===== config.mk =====
export PLATFORM = sky130hd
export DESIGN_NAME = base_im1_decoder
export DESIGN_NICKNAME = d
export VERILOG_FILES = /design/src/rtl/complex_numeral_pkg.sv /design/src/rtl/full_adder.sv /design/src/rtl/horner_step.sv /design/src/rtl/base_im1_decoder.sv
export SDC_FILE = /design/constraint.sdc
export NUM_CORES = 1
export LEC_CHECK = 0
export BUFFER_PORTS_ARGS = -buffer_cell sky130_fd_sc_hd__buf_2
export CAP_MARGIN = 10
export CORE_AREA = 2 2 77 79
export CTS_CLUSTER_DIAMETER = 30
export DETAILED_ROUTE_END_ITERATION = 10
export DIE_AREA = 0 0 79 81
export HOLD_SLACK_MARGIN = 0.1
export PLACE_DENSITY = 0.6
export SYNTH_ARGS = -nofsm -noshare
export SYNTH_HDL_FRONTEND = slang
export SYNTH_SLANG_ARGS = --single-unit
export TNS_END_PERCENT = 50

===== constraint.sdc =====
create_clock -name clk -period 11.4 [get_ports clk]
set_input_delay 0.57 -clock clk [delete_from_list [all_inputs] [get_ports clk]]
set_output_delay 0.57 -clock clk [all_outputs]
set_load 0.02 [all_outputs]

===== src/rtl/complex_numeral_pkg.sv =====
// Shared types and helpers for the base (i-1) complex-numeral datapath.
package complex_numeral_pkg;

    typedef enum logic {
        ACC  = 1'b0,
        HOLD = 1'b1
    } state_t;

    typedef struct packed {
        longint re;
        longint im;
    } gauss_t;

    // One Horner step z <- z*(i-1) + d at unbounded precision.
    function automatic gauss_t horner_update(input gauss_t z, input logic d);
        gauss_t r;
        r.re = -z.re - z.im + longint'(d);
        r.im = z.re - z.im;
        return r;
    endfunction

    // |z| grows by sqrt(2) per digit, so DIGITS/2 bits plus sign and margin suffice.
    function automatic bit width_ok(input int digits, input int w);
        return w >= digits / 2 + 4;
    endfunction

endpackage


===== src/rtl/full_adder.sv =====
// One-bit full-adder cell shared by the complex-numeral arithmetic.
module full_adder (
    input  logic a,
    input  logic b,
    input  logic ci,
    output logic s,
    output logic co
);
    assign s  = a ^ b ^ ci;
    assign co = (a & b) | (ci & (a ^ b));
endmodule


===== src/rtl/horner_step.sv =====
// Combinational base (i-1) Horner update: a' = -a - b + d, b' = a - b.
// BASEIM1_OVF_EN widens the adders by two bits and flags results outside W bits.
module horner_step #(
    parameter int W = 12
) (
    input  logic [W-1:0] a,
    input  logic [W-1:0] b,
    input  logic         d,
    output logic [W-1:0] a_next,
    output logic [W-1:0] b_next
`ifdef BASEIM1_OVF_EN
    ,
    output logic         ovf
`endif
);
`ifdef BASEIM1_OVF_EN
    localparam int XW = W + 2;
`else
    localparam int XW = W;
`endif

    logic [XW-1:0] ax, bx, sum_ab, an, bn, d_ext;
    logic [XW:0]   c_sum, c_an, c_bn;
    logic          unused_carry;

    assign ax    = XW'($signed(a));
    assign bx    = XW'($signed(b));
    assign d_ext = {{(XW-1){1'b0}}, d};

    // -(a+b) + d is computed as ~(a+b) + d + 1, and a - b as a + ~b + 1.
    assign c_sum[0] = 1'b0;
    assign c_an[0]  = 1'b1;
    assign c_bn[0]  = 1'b1;

    for (genvar i = 0; i < XW; i++) begin : g_bit
        full_adder u_sum (.a(ax[i]),      .b(bx[i]),    .ci(c_sum[i]), .s(sum_ab[i]), .co(c_sum[i+1]));
        full_adder u_an  (.a(~sum_ab[i]), .b(d_ext[i]), .ci(c_an[i]),  .s(an[i]),     .co(c_an[i+1]));
        full_adder u_bn  (.a(ax[i]),      .b(~bx[i]),   .ci(c_bn[i]),  .s(bn[i]),     .co(c_bn[i+1]));
    end

    assign unused_carry = c_sum[XW] ^ c_an[XW] ^ c_bn[XW];

    assign a_next = an[W-1:0];
    assign b_next = bn[W-1:0];

`ifdef BASEIM1_OVF_EN
    // In range only when the top three bits are a pure sign extension.
    assign ovf = !((&an[XW-1:W-1]) || !(|an[XW-1:W-1]))
              || !((&bn[XW-1:W-1]) || !(|bn[XW-1:W-1]));
`endif
endmodule


===== src/rtl/base_im1_decoder.sv =====
// Bit-serial base (i-1) numeral decoder, MSD first, Horner accumulation.
// Optional BASEIM1_OVF_EN adds a sticky accumulator overflow flag.
module base_im1_decoder
    import complex_numeral_pkg::*;
#(
    parameter int DIGITS = 16,
    parameter int W      = 12
) (
    input  logic                         clk,
    input  logic                         rst,
    input  logic                         in_valid,
    output logic                         in_ready,
    input  logic                         in_digit,
    input  logic                         in_last,
    output logic                         out_valid,
    input  logic                         out_ready,
    output logic [W-1:0]                 out_re,
    output logic [W-1:0]                 out_im,
    output logic [$clog2(DIGITS+1)-1:0]  out_ndig,
    output logic                         out_trunc,
    output logic                         ovf
);
    localparam int NW = $clog2(DIGITS + 1);

    state_t        state;
    logic [W-1:0]  acc_a, acc_b, nxt_a, nxt_b;
    logic [NW-1:0] ndig;
    logic          trunc;
    logic          accept, at_max;

`ifdef BASEIM1_OVF_EN
    logic step_ovf;
    logic ovf_r;
`endif

    horner_step #(.W(W)) u_step (
        .a      (acc_a),
        .b      (acc_b),
        .d      (in_digit),
        .a_next (nxt_a),
        .b_next (nxt_b)
`ifdef BASEIM1_OVF_EN
        ,
        .ovf    (step_ovf)
`endif
    );

    assign accept = in_valid && (state == ACC);
    assign at_max = (ndig == NW'(DIGITS - 1));

    always_ff @(posedge clk or posedge rst) begin
        if (rst) begin
            state <= ACC;
            acc_a <= '0;
            acc_b <= '0;
            ndig  <= '0;
            trunc <= 1'b0;
        end else begin
            case (state)
                ACC: if (accept) begin
                    acc_a <= nxt_a;
                    acc_b <= nxt_b;
                    ndig  <= ndig + 1'b1;
                    if (in_last || at_max) begin
                        state <= HOLD;
                        trunc <= at_max && !in_last;
                    end
                end
                HOLD: if (out_ready) begin
                    state <= ACC;
                    acc_a <= '0;
                    acc_b <= '0;
                    ndig  <= '0;
                    trunc <= 1'b0;
                end
                default: state <= ACC;
            endcase
        end
    end

`ifdef BASEIM1_OVF_EN
    always_ff @(posedge clk or posedge rst) begin
        if (rst)
            ovf_r <= 1'b0;
        else if (state == HOLD && out_ready)
            ovf_r <= 1'b0;
        else if (accept && step_ovf)
            ovf_r <= 1'b1;
    end
    assign ovf = ovf_r;
`else
    assign ovf = 1'b0;
`endif

    // Handshake flags derive from the registered state only.
    assign in_ready  = (state == ACC);
    assign out_valid = (state == HOLD);
    assign out_re    = acc_a;
    assign out_im    = acc_b;
    assign out_ndig  = ndig;
    assign out_trunc = trunc;
endmodule


==> results.yml, run 1 <==
routing:
  route.detailed.drc: 0
  postRouteWirelength_um: 3620
  drtIter0Drc: 80
  drt_first_pass_iters: 4
  route.detailed.wl_per_inst_um: 13.1
  antenna_violating_nets_post_route: 0
  vias: 1290
  vias_per_cell: 4.66
clock_tree:
  cts_max_level: 2
  postCtsHoldBufs: 0
  cts-root-buf: "clkbuf_8"
  cts_repair_resize_count: 0
  clock_path_buffers: 2
  clock-sinks: 31
  cts_buffers: 5
  worst_skew_pair.late_latency_ns: 0.28
  cts_setup_buffers: 0
  clkSlewWorstSetupHoldPaths_ns: 0.07
  cts_tree: "yes"
logic_synthesis:
  number_of_cells_produced_by_synthesis: 186
  post-synth-top-area-cell: "dfrtp_1"
  post_synth_num_cell_types: 27
  flip_flop_and_latch_count_after_synthesis: 31
  synth-warning-count: 0
  synth_common_cells: "inv_1, dfrtp_1, buf_4, a22o_1, fa_1"
  synthesized_net_count: 227
  synth-main-ff-cell: "dfrtp_1"
  synthDominantCellAreaShare: 0.361
  post_syn_area_um2: 2150
  synth_most_common_cell: "inv_1"
  ys_async_sr_fraction: 1.00
  synth.top_cells.by_area: "dfrtp_1, fa_1, buf_4"
  mean_cell_area_of_the_mapped_netlist_um2: 11.6
  yosysSeqAreaShare: 0.361
  number_of_flops_mapped_to_enable_cells_by_yosys: 0
global_routing:
  grt_pass1_vias: 1319
  grt_start_max_net_pins: 32
  global_route.usage.total: 0.135
  grt_first_pass_wirelength_um: 6430
  grt-ovfl-total: 0
  antenna_found_initial: 0
sta:
  final.min_clock_period_ns: 5.10
  worst-slew-pin-transition_ns: 0.842
  fmax_ghz: 0.196
  finClkSkew_ns: 0.00211
  final.period_utilization: 0.448
  grt_setup_unrepaired: "no"
  timing.final.max_slew_violations: 0
  setup_violations: 0
  max_slew_margin: 0.427
  timing.final.hold_violations: 0
  setup_tns_ns: 0
placement:
  gp_routability_congestion: 0.740
  portBuffers: 37
  hpwl_um: 2700
  placedCellCount: 269
worst_setup_path:
  timing.critical_path.to: "out_re[11]"
  rr_startpoint: "out_re[0]"
  timing.critical_path.required_ns: 11.61
  worstPathArrival_ns: 5.32
  reg2reg_to: "out_re[11]"
  type_of_element_capturing_the_critical_path: "flip-flop"
  rrSetupSlack_ns: 6.30
  worst-r2r-cell-count: 18
  critical_path.startpoint_type: "flip-flop"
  criticalPathCategory: "flip-flop to flip-flop"
  critical_path.startpoint: "out_re[0]"
  crit_path_max_fanout: 4
layout:
  stdcell_count: 277
  antenna_cells: 0
  multi_input_comb_area_um2: 1020
  area.growth.synth_to_final_pct: 6.57
  fin_nets: 242
  seq_area_um2: 776
  final_layout_size_suffix_gt1_frac: 0.248
  nFillCells: 579
worst_hold_path:
  hold_class: "input port to asynchronous set/reset pin"
run:
  cap_viol_max_count: 0
floorplanning:
  die_x_um: 79
  core_region_area_um2: 5680
  die_height_um: 81
  die-area_um2: 6400
  fp-row-count: 28
  io_pins: 39
  start_util: 0.379
power_and_ir_drop:
  pwr_density_cell_nw_per_um2: 295
  leakage_power_total_nw: 1.20
  vdd.ir_drop.worst_mv: 0.0896
  finalPower_mw: 0.675
outcome:
  outcome: "finished clean"
==> logic make-up after synthesis <==
| kind of cell | count (synthesis) | synth area share |
|---|---|---|
| compound gates | 32 | 0.112 |
| xor+xnor | 3 | 0.0186 |
| fa+ha+maj | 35 | 0.273 |
| buf+inv | 63 | 0.164 |
| flops | 31 | 0.361 |
| mux | 3 | 0.0198 |
| other cells | 1 | 0.00174 |
| simple gates | 18 | 0.0494 |
==> worst min path at each step <==
stage | from | endpoint | slack (ns) | depth (start not counted)
after floorplan | out_re[11] | out_re[11] | 0.49 | 1
after CTS | rst | out_im[1] | 0.37 | 3
after detailed placement | out_im[2] | out_im[2] | 0.51 | 1
after global placement | out_ndig[4] | out_ndig[4] | 0.49 | 2
final | rst | out_re[0] | 0.35 | 3
after global routing | rst | out_im[1] | 0.39 | 3
==> flip-flops by register name, indices dropped and copies added, names as in the netlist <==
name and flops:
out_trunc 1, out_valid 1, out_im 12, out_re 12, out_ndig 5
==> per-layer routing <==
layer  vias to the layer above  part of all wire  track usage
li1                        605                 -            -
met1                       652              0.45        0.178
met2                        27              0.48        0.209
met3                         6             0.045       0.0378
met4                         0             0.019       0.0569
met5                         -                 0            0
==> critical path: stages, from the launching register on <==
cell and delay, ns:
dfrtp_1 0.40, ha_1 0.20, inv_1 0.07, fa_1 0.21
fa_1 0.21, fa_1 0.17, inv_1 0.05, fa_1 0.45
fa_1 0.45, fa_1 0.39, fa_1 0.38, fa_1 0.39
fa_1 0.38, fa_1 0.48, inv_1 0.04, ha_1 0.18
xnor3_1 0.32, nand2_1 0.09, mux2i_1 0.17
==> placed cells by master, fill, tap and decap left out, types with 2 or more instances in the layout <==
| master | count |
|---|---|
| ha_1 | 15 |
| buf_2 | 37 |
| a22o_1 | 20 |
| fa_1 | 20 |
| o21ai_0 | 6 |
| inv_1 | 33 |
| xor2_1 | 2 |
| mux2i_1 | 2 |
| nand3b_1 | 2 |
| a21oi_1 | 3 |
| nand2_1 | 8 |
| clkinv_2 | 3 |
| clkbuf_8 | 5 |
| dfrtp_1 | 31 |
==> where the power goes <==
part	leakage (nW)	total [mW]	internal [mW]	switching (mW)
logic	0.755	0.382	0.177	0.206
registers	0.398	0.209	0.154	0.0557
clock network	0.0477	0.0837	0.0417	0.0420
total	1.20	0.675	0.372	0.303
==> cell type report <==
class | instances | area share
Tap cell | 75 | 0.0409
Clock buffer | 5 | 0.0300
Inverter | 33 | 0.0540
Clock inverter | 3 | 0.00655
Multi-Input combinational cell | 92 | 0.446
Sequential cell | 31 | 0.338
Timing Repair Buffer | 38 | 0.0841
==> through the flow <==
step | utilization | hold WS (ns) | instance area, um2 | setup slack (ns)
6_report | 0.404 | 0.352 | 2290 | 6.30
2_1_floorplan | - | 0.488 | 2150 | 6.42
5_1_grt | 0.404 | 0.388 | 2290 | 6.04
4_1_cts | 0.404 | 0.367 | 2290 | 6.25
3_3_place_gp | 0.389 | 0.489 | 2210 | 6.32
3_5_place_dp | 0.389 | 0.508 | 2210 | 6.24
Note: power is estimated with default switching activity, not from simulation.
==> inputs of run 2 (changes only) <==
clock period = 5 ns   (was 11.4 ns; I/O delays follow)
==> run 2 against run 1 <==
Effect of this change:
- worst hold slack worse by 0.14 ns
- core utilization increased by 1.5 points
- sequential cell count unchanged
- largest power group unchanged
- cell area up 3.6%
- power rose by 140%
- die area stayed put
- clock-buffer cell count is the same
==> results.yml, run 2 (synthesis results as in run 1) <==
sta:
  worst-slew-pin-transition_ns: 0.849
  final.min_clock_period_ns: 4.77
  finalWorstSetupSlack_ns: 0.227
  setup_tns_ns: 0
  finClkSkew_ns: 0.00926
  fmax_ghz: 0.210
  setup_violations: 0
  max_slew_margin: 0.422
  timing.final.hold_violations: 0
  timing.final.max_slew_violations: 0
  final.period_utilization: 0.955
  hold_ws_ns: 0.211
run:
  cap_viol_max_count: 0
worst_setup_path:
  worst-r2r-cell-count: 18
  worstPathArrival_ns: 4.97
  critical_path.startpoint_type: "flip-flop"
  rr_startpoint: "out_re[0]"
  crit_path_max_fanout: 3
  criticalPathCategory: "flip-flop to flip-flop"
  rrSetupSlack_ns: 0.23
  reg2reg_to: "out_re[11]"
  type_of_element_capturing_the_critical_path: "flip-flop"
  timing.critical_path.required_ns: 5.20
global_routing:
  grt_start_max_net_pins: 27
  antenna_found_initial: 0
  grt-ovfl-total: 0
  grt_first_pass_wirelength_um: 6610
  global_route.usage.total: 0.137
  grt_pass1_vias: 1341
layout:
  layout_common_cells: "buf_2, inv_1, dfrtp_1, a22o_1, ha_1"
  final_layout_size_suffix_gt1_frac: 0.338
  finish.instance_area_um2: 2370
  stdcell_count: 282
  antenna_cells: 0
  fin_util: 0.418
  layout.cells.most_common: "buf_2"
  area.growth.synth_to_final_pct: 10.4
  fin_nets: 247
worst_hold_path:
  timing.hold.worst.start: "out_ready"
  hold_class: "input port to flip-flop"
  min_delay_path_depth: 2
  hold_endpoint: "out_valid"
routing:
  antenna_violating_nets_post_route: 0
  route.detailed.wl_per_inst_um: 13.7
  vias_per_cell: 4.64
  drt_first_pass_iters: 4
  vias: 1308
  route.detailed.drc: 0
  postRouteWirelength_um: 3870
  drtIter0Drc: 74
placement:
  portBuffers: 37
  gp_routability_congestion: 0.763
  placement.cell_area_um2: 2230
  detailedPlace.worstSlack_ns: -0.191
  hpwl_um: 2850
  placedCellCount: 272
floorplanning:
  start_util: 0.379
  die-area_um2: 6400
  core_region_area_um2: 5680
  die_height_um: 81
  fp-row-count: 28
  die_x_um: 79
  io_pins: 39
clock_tree:
  cts_tree: "yes"
  clkSlewWorstSetupHoldPaths_ns: 0.06
  clock-sinks: 31
  cts_max_level: 2
  clock_path_buffers: 2
  worst_skew_pair.late_latency_ns: 0.29
  cts_buffers: 5
  cts-root-buf: "clkbuf_8"
power_and_ir_drop:
  vdd.ir_drop.worst_mv: 0.213
  pwr_density_cell_nw_per_um2: 685
  leakage_power_total_nw: 1.21
  finalPower_mw: 1.63
outcome:
  outcome: "finished clean"
-- run 2: changes by cell type in the layout (fill, tap and decap cells not counted) --
cell	before	now
xor2_1	2	1
inv_1	33	32
inv_2	0	1
xor2_2	0	1
ha_2	0	1
buf_4	1	5
dlygate4sd3_1	0	1
ha_1	15	14
fa_1	20	7
fa_2	0	13
-- run 2: final cells by class --
| type | count | area (um2) |
|---|---|---|
| fill | 562 | 3300 |
| multi-input combinational | 92 | 1060 |
| sequential | 31 | 776 |
| timing repair buffer | 43 | 233 |
| inverter | 33 | 124 |
| tap | 75 | 93.8 |
| clock buffer | 5 | 68.8 |
| clock inverter | 3 | 15.0 |
-- run 2: metal layers --
metal / global-route usage / vias to the layer above / routed length [um]
met3: 0.0344 / 6 / 154
met2: 0.231 / 24 / 1930
met4: 0.0466 / 0 / 50
li1: - / 616 / -
met1: 0.172 / 662 / 1740
met5: 0 / - / 0
-- run 2: worst max-delay path by stage --
stage	from	endpoint	cells after the start
3_5_place_dp	out_re[0]	out_re[11]	18
6_report	out_re[0]	out_re[11]	18
2_1_floorplan	out_re[0]	out_re[11]	18
5_1_grt	out_re[0]	out_re[11]	18
4_1_cts	out_re[0]	out_im[11]	18
3_3_place_gp	out_re[0]	out_re[11]	18
-- run 2: timing repair --
| item | in CTS | in global routing |
|---|---|---|
| resized for setup | 8 | 8 |
| setup endpoints to repair | 2 | 2 |
| hold buffers | 1 | 0 |
| hold endpoints to repair | 13 | 0 |
| setup buffers | 0 | 1 |
| pin swaps | 0 | 3 |
-- run 2: critical path, cell delays in order (launching register included) --
cell and delay (ns):
dfrtp_1 0.40, ha_2 0.19, inv_2 0.05, fa_2 0.20
fa_2 0.21, fa_1 0.17, inv_1 0.06, fa_2 0.39
fa_2 0.35, fa_2 0.34, fa_2 0.34, fa_2 0.34
fa_2 0.34, fa_1 0.48, inv_1 0.04, ha_1 0.18
xnor3_1 0.32, nand2_1 0.09, mux2i_1 0.19
-- run 2: where the power goes --
part,switching (mW),total [mW],internal [mW]
logic,0.495,0.952,0.457
clock network,0.0956,0.191,0.0951
registers,0.135,0.485,0.350
==> inputs of run 3 (changes only) <==
PLACE_DENSITY = 0.62   (was 0.6)
==> run 3 against run 2 <==
Effect of this change:
- die area unchanged
- critical path type unchanged
- worst setup slack got worse by 0.025 ns
- clock-buffer cell count stayed put
- sequential share of layout area up 0.38 points
- final cell count fell by 0.71%
- non-clock buffer count decreased by 2
- clock skew down 0.0037 ns
- largest cell class unchanged
- sequential power decreased by 1%
- via count down 2.7%
- critical path depth unchanged
==> results.yml, run 3 (synthesis results as in run 1) <==
sta:
  timing.final.hold_violations: 0
  fmax_ghz: 0.208
  final.period_utilization: 0.960
  finClkSkew_ns: 0.00558
  grt_setup_unrepaired: "no"
  setup_tns_ns: 0
  setup_violations: 0
  timing.final.max_slew_violations: 0
  worst-slew-pin-transition_ns: 0.842
  final.min_clock_period_ns: 4.80
  max_slew_margin: 0.427
outcome:
  outcome: "finished clean"
global_routing:
  antenna_found_initial: 0
  grt_util_met3: 0.0489
  grt-ovfl-total: 0
  grt.met1_usage: 0.167
  grt_first_pass_wirelength_um: 6350
  grt_pass1_vias: 1310
  global_route.usage.total: 0.133
  grt_util_met2: 0.212
  grt_start_max_net_pins: 32
  top_usage_layer: "met2"
routing:
  vias_per_cell: 4.55
  drtIter0Drc: 60
  route.detailed.wl_per_inst_um: 13.1
  route.detailed.drc: 0
  drt_first_pass_iters: 4
  vias: 1273
  postRouteWirelength_um: 3670
  antenna_violating_nets_post_route: 0
placement:
  placedCellCount: 271
  gp_routability_congestion: 0.714
  hpwl_um: 2670
  portBuffers: 37
worst_setup_path:
  type_of_element_capturing_the_critical_path: "flip-flop"
  crit_path_max_fanout: 3
  timing.critical_path.required_ns: 5.22
  critical_path.startpoint_type: "flip-flop"
  worst-r2r-cell-count: 18
  criticalPathCategory: "flip-flop to flip-flop"
  rrSetupSlack_ns: 0.20
  worstPathArrival_ns: 5.01
  reg2reg_to: "out_im[11]"
  rr_startpoint: "out_re[0]"
layout:
  nFillCells: 560
  area.growth.synth_to_final_pct: 9.13
  antenna_cells: 0
  layout.cells.most_common: "buf_2"
  multi_input_comb_area_um2: 1050
  final_layout_size_suffix_gt1_frac: 0.312
  seq_area_um2: 776
  layout_common_cells: "buf_2, inv_1, dfrtp_1, a22o_1, ha_1"
  fin_nets: 245
  stdcell_count: 280
floorplanning:
  die-area_um2: 6400
  core_region_area_um2: 5680
  fp-row-count: 28
  start_util: 0.379
  die_height_um: 81
  io_pins: 39
  die_x_um: 79
worst_hold_path:
  min_delay_path_depth: 2
  timing.hold.worst.start: "out_ready"
  hold_class: "input port to flip-flop"
  hold_endpoint: "out_valid"
clock_tree:
  clkSlewWorstSetupHoldPaths_ns: 0.07
  clock-sinks: 31
  worst_skew_pair.late_latency_ns: 0.29
  clock_path_buffers: 2
  cts_max_level: 2
  cts_setup_buffers: 0
  cts_buffers: 5
  cts-root-buf: "clkbuf_8"
  cts_tree: "yes"
power_and_ir_drop:
  finalPower_mw: 1.58
  pwr_density_cell_nw_per_um2: 671
  vdd.ir_drop.worst_mv: 0.272
  leakage_power_total_nw: 1.20
run:
  cap_viol_max_count: 0
[run 3: cell count changes in the layout (fill, tap and decap cells not counted)]
cell / change
xor2_2: -1
fa_1: +1
ha_2: -1
ha_1: +1
xor2_1: +1
fa_2: -1
buf_4: -2
inv_1: +1
inv_2: -1
[run 3: metrics by stage]
step | utilization | hold slack [ns] | instance area (um2) | setup WS (ns)
6_report | 0.414 | 0.202 | 2350 | 0.202
5_1_grt | 0.414 | 0.191 | 2350 | 0.00383
4_1_cts | 0.411 | 0.190 | 2330 | 0.0157
3_5_place_dp | 0.392 | 0.356 | 2220 | -0.154
3_3_place_gp | 0.392 | 0.359 | 2220 | -0.0452
2_1_floorplan | - | 0.340 | 2150 | 0.0187
[run 3: layout make-up]
type	count	area share
clock buffer	5	0.0293
clock inverter	3	0.00640
inverter	33	0.0528
multi-input combinational	92	0.448
sequential	31	0.330
tap	75	0.0400
timing repair buffer	41	0.0928
[run 3: worst max path at each step]
stage,start,to,slack (ns)
2_1_floorplan,out_re[0],out_re[11],0.02
3_3_place_gp,out_re[0],out_re[11],-0.05
3_5_place_dp,out_re[0],out_re[11],-0.15
4_1_cts,out_re[0],out_im[11],0.02
5_1_grt,out_im[0],out_im[11],0.004
6_report,out_re[0],out_im[11],0.20
[run 3: worst max-delay path: stages (launching register included)]
cell,delay [ns]
dfrtp_1,0.40
inv_1,0.06
ha_1,0.13
inv_1,0.06
fa_2,0.36
fa_2,0.35
fa_1,0.39
fa_1,0.39
fa_2,0.35
fa_2,0.35
fa_1,0.39
fa_1,0.38
inv_1,0.09
fa_1,0.16
inv_1,0.05
fa_1,0.36
xor2_1,0.18
a21oi_1,0.09
o22ai_1,0.19
[run 3: power by group]
part | switching, mW | internal, mW
Clock | 0.0960 | 0.0950
Sequential | 0.129 | 0.350
Combinational | 0.479 | 0.427
Total | 0.703 | 0.872
[run 3: what timing repair did]
| item | CTS | global route |
|---|---|---|
| hold buffers | 1 | 0 |
| endpoints found under the setup margin | 2 | 2 |
| gates resized for setup | 7 | 5 |
| hold endpoints to repair | 31 | 0 |
| pin swaps | 0 | 4 |
[run 3: routing by layer]
layer | share of wire | wire length [um]
met1 | 0.45 | 1640
met2 | 0.49 | 1800
met3 | 0.044 | 163
met4 | 0.015 | 56
met5 | 0 | 0
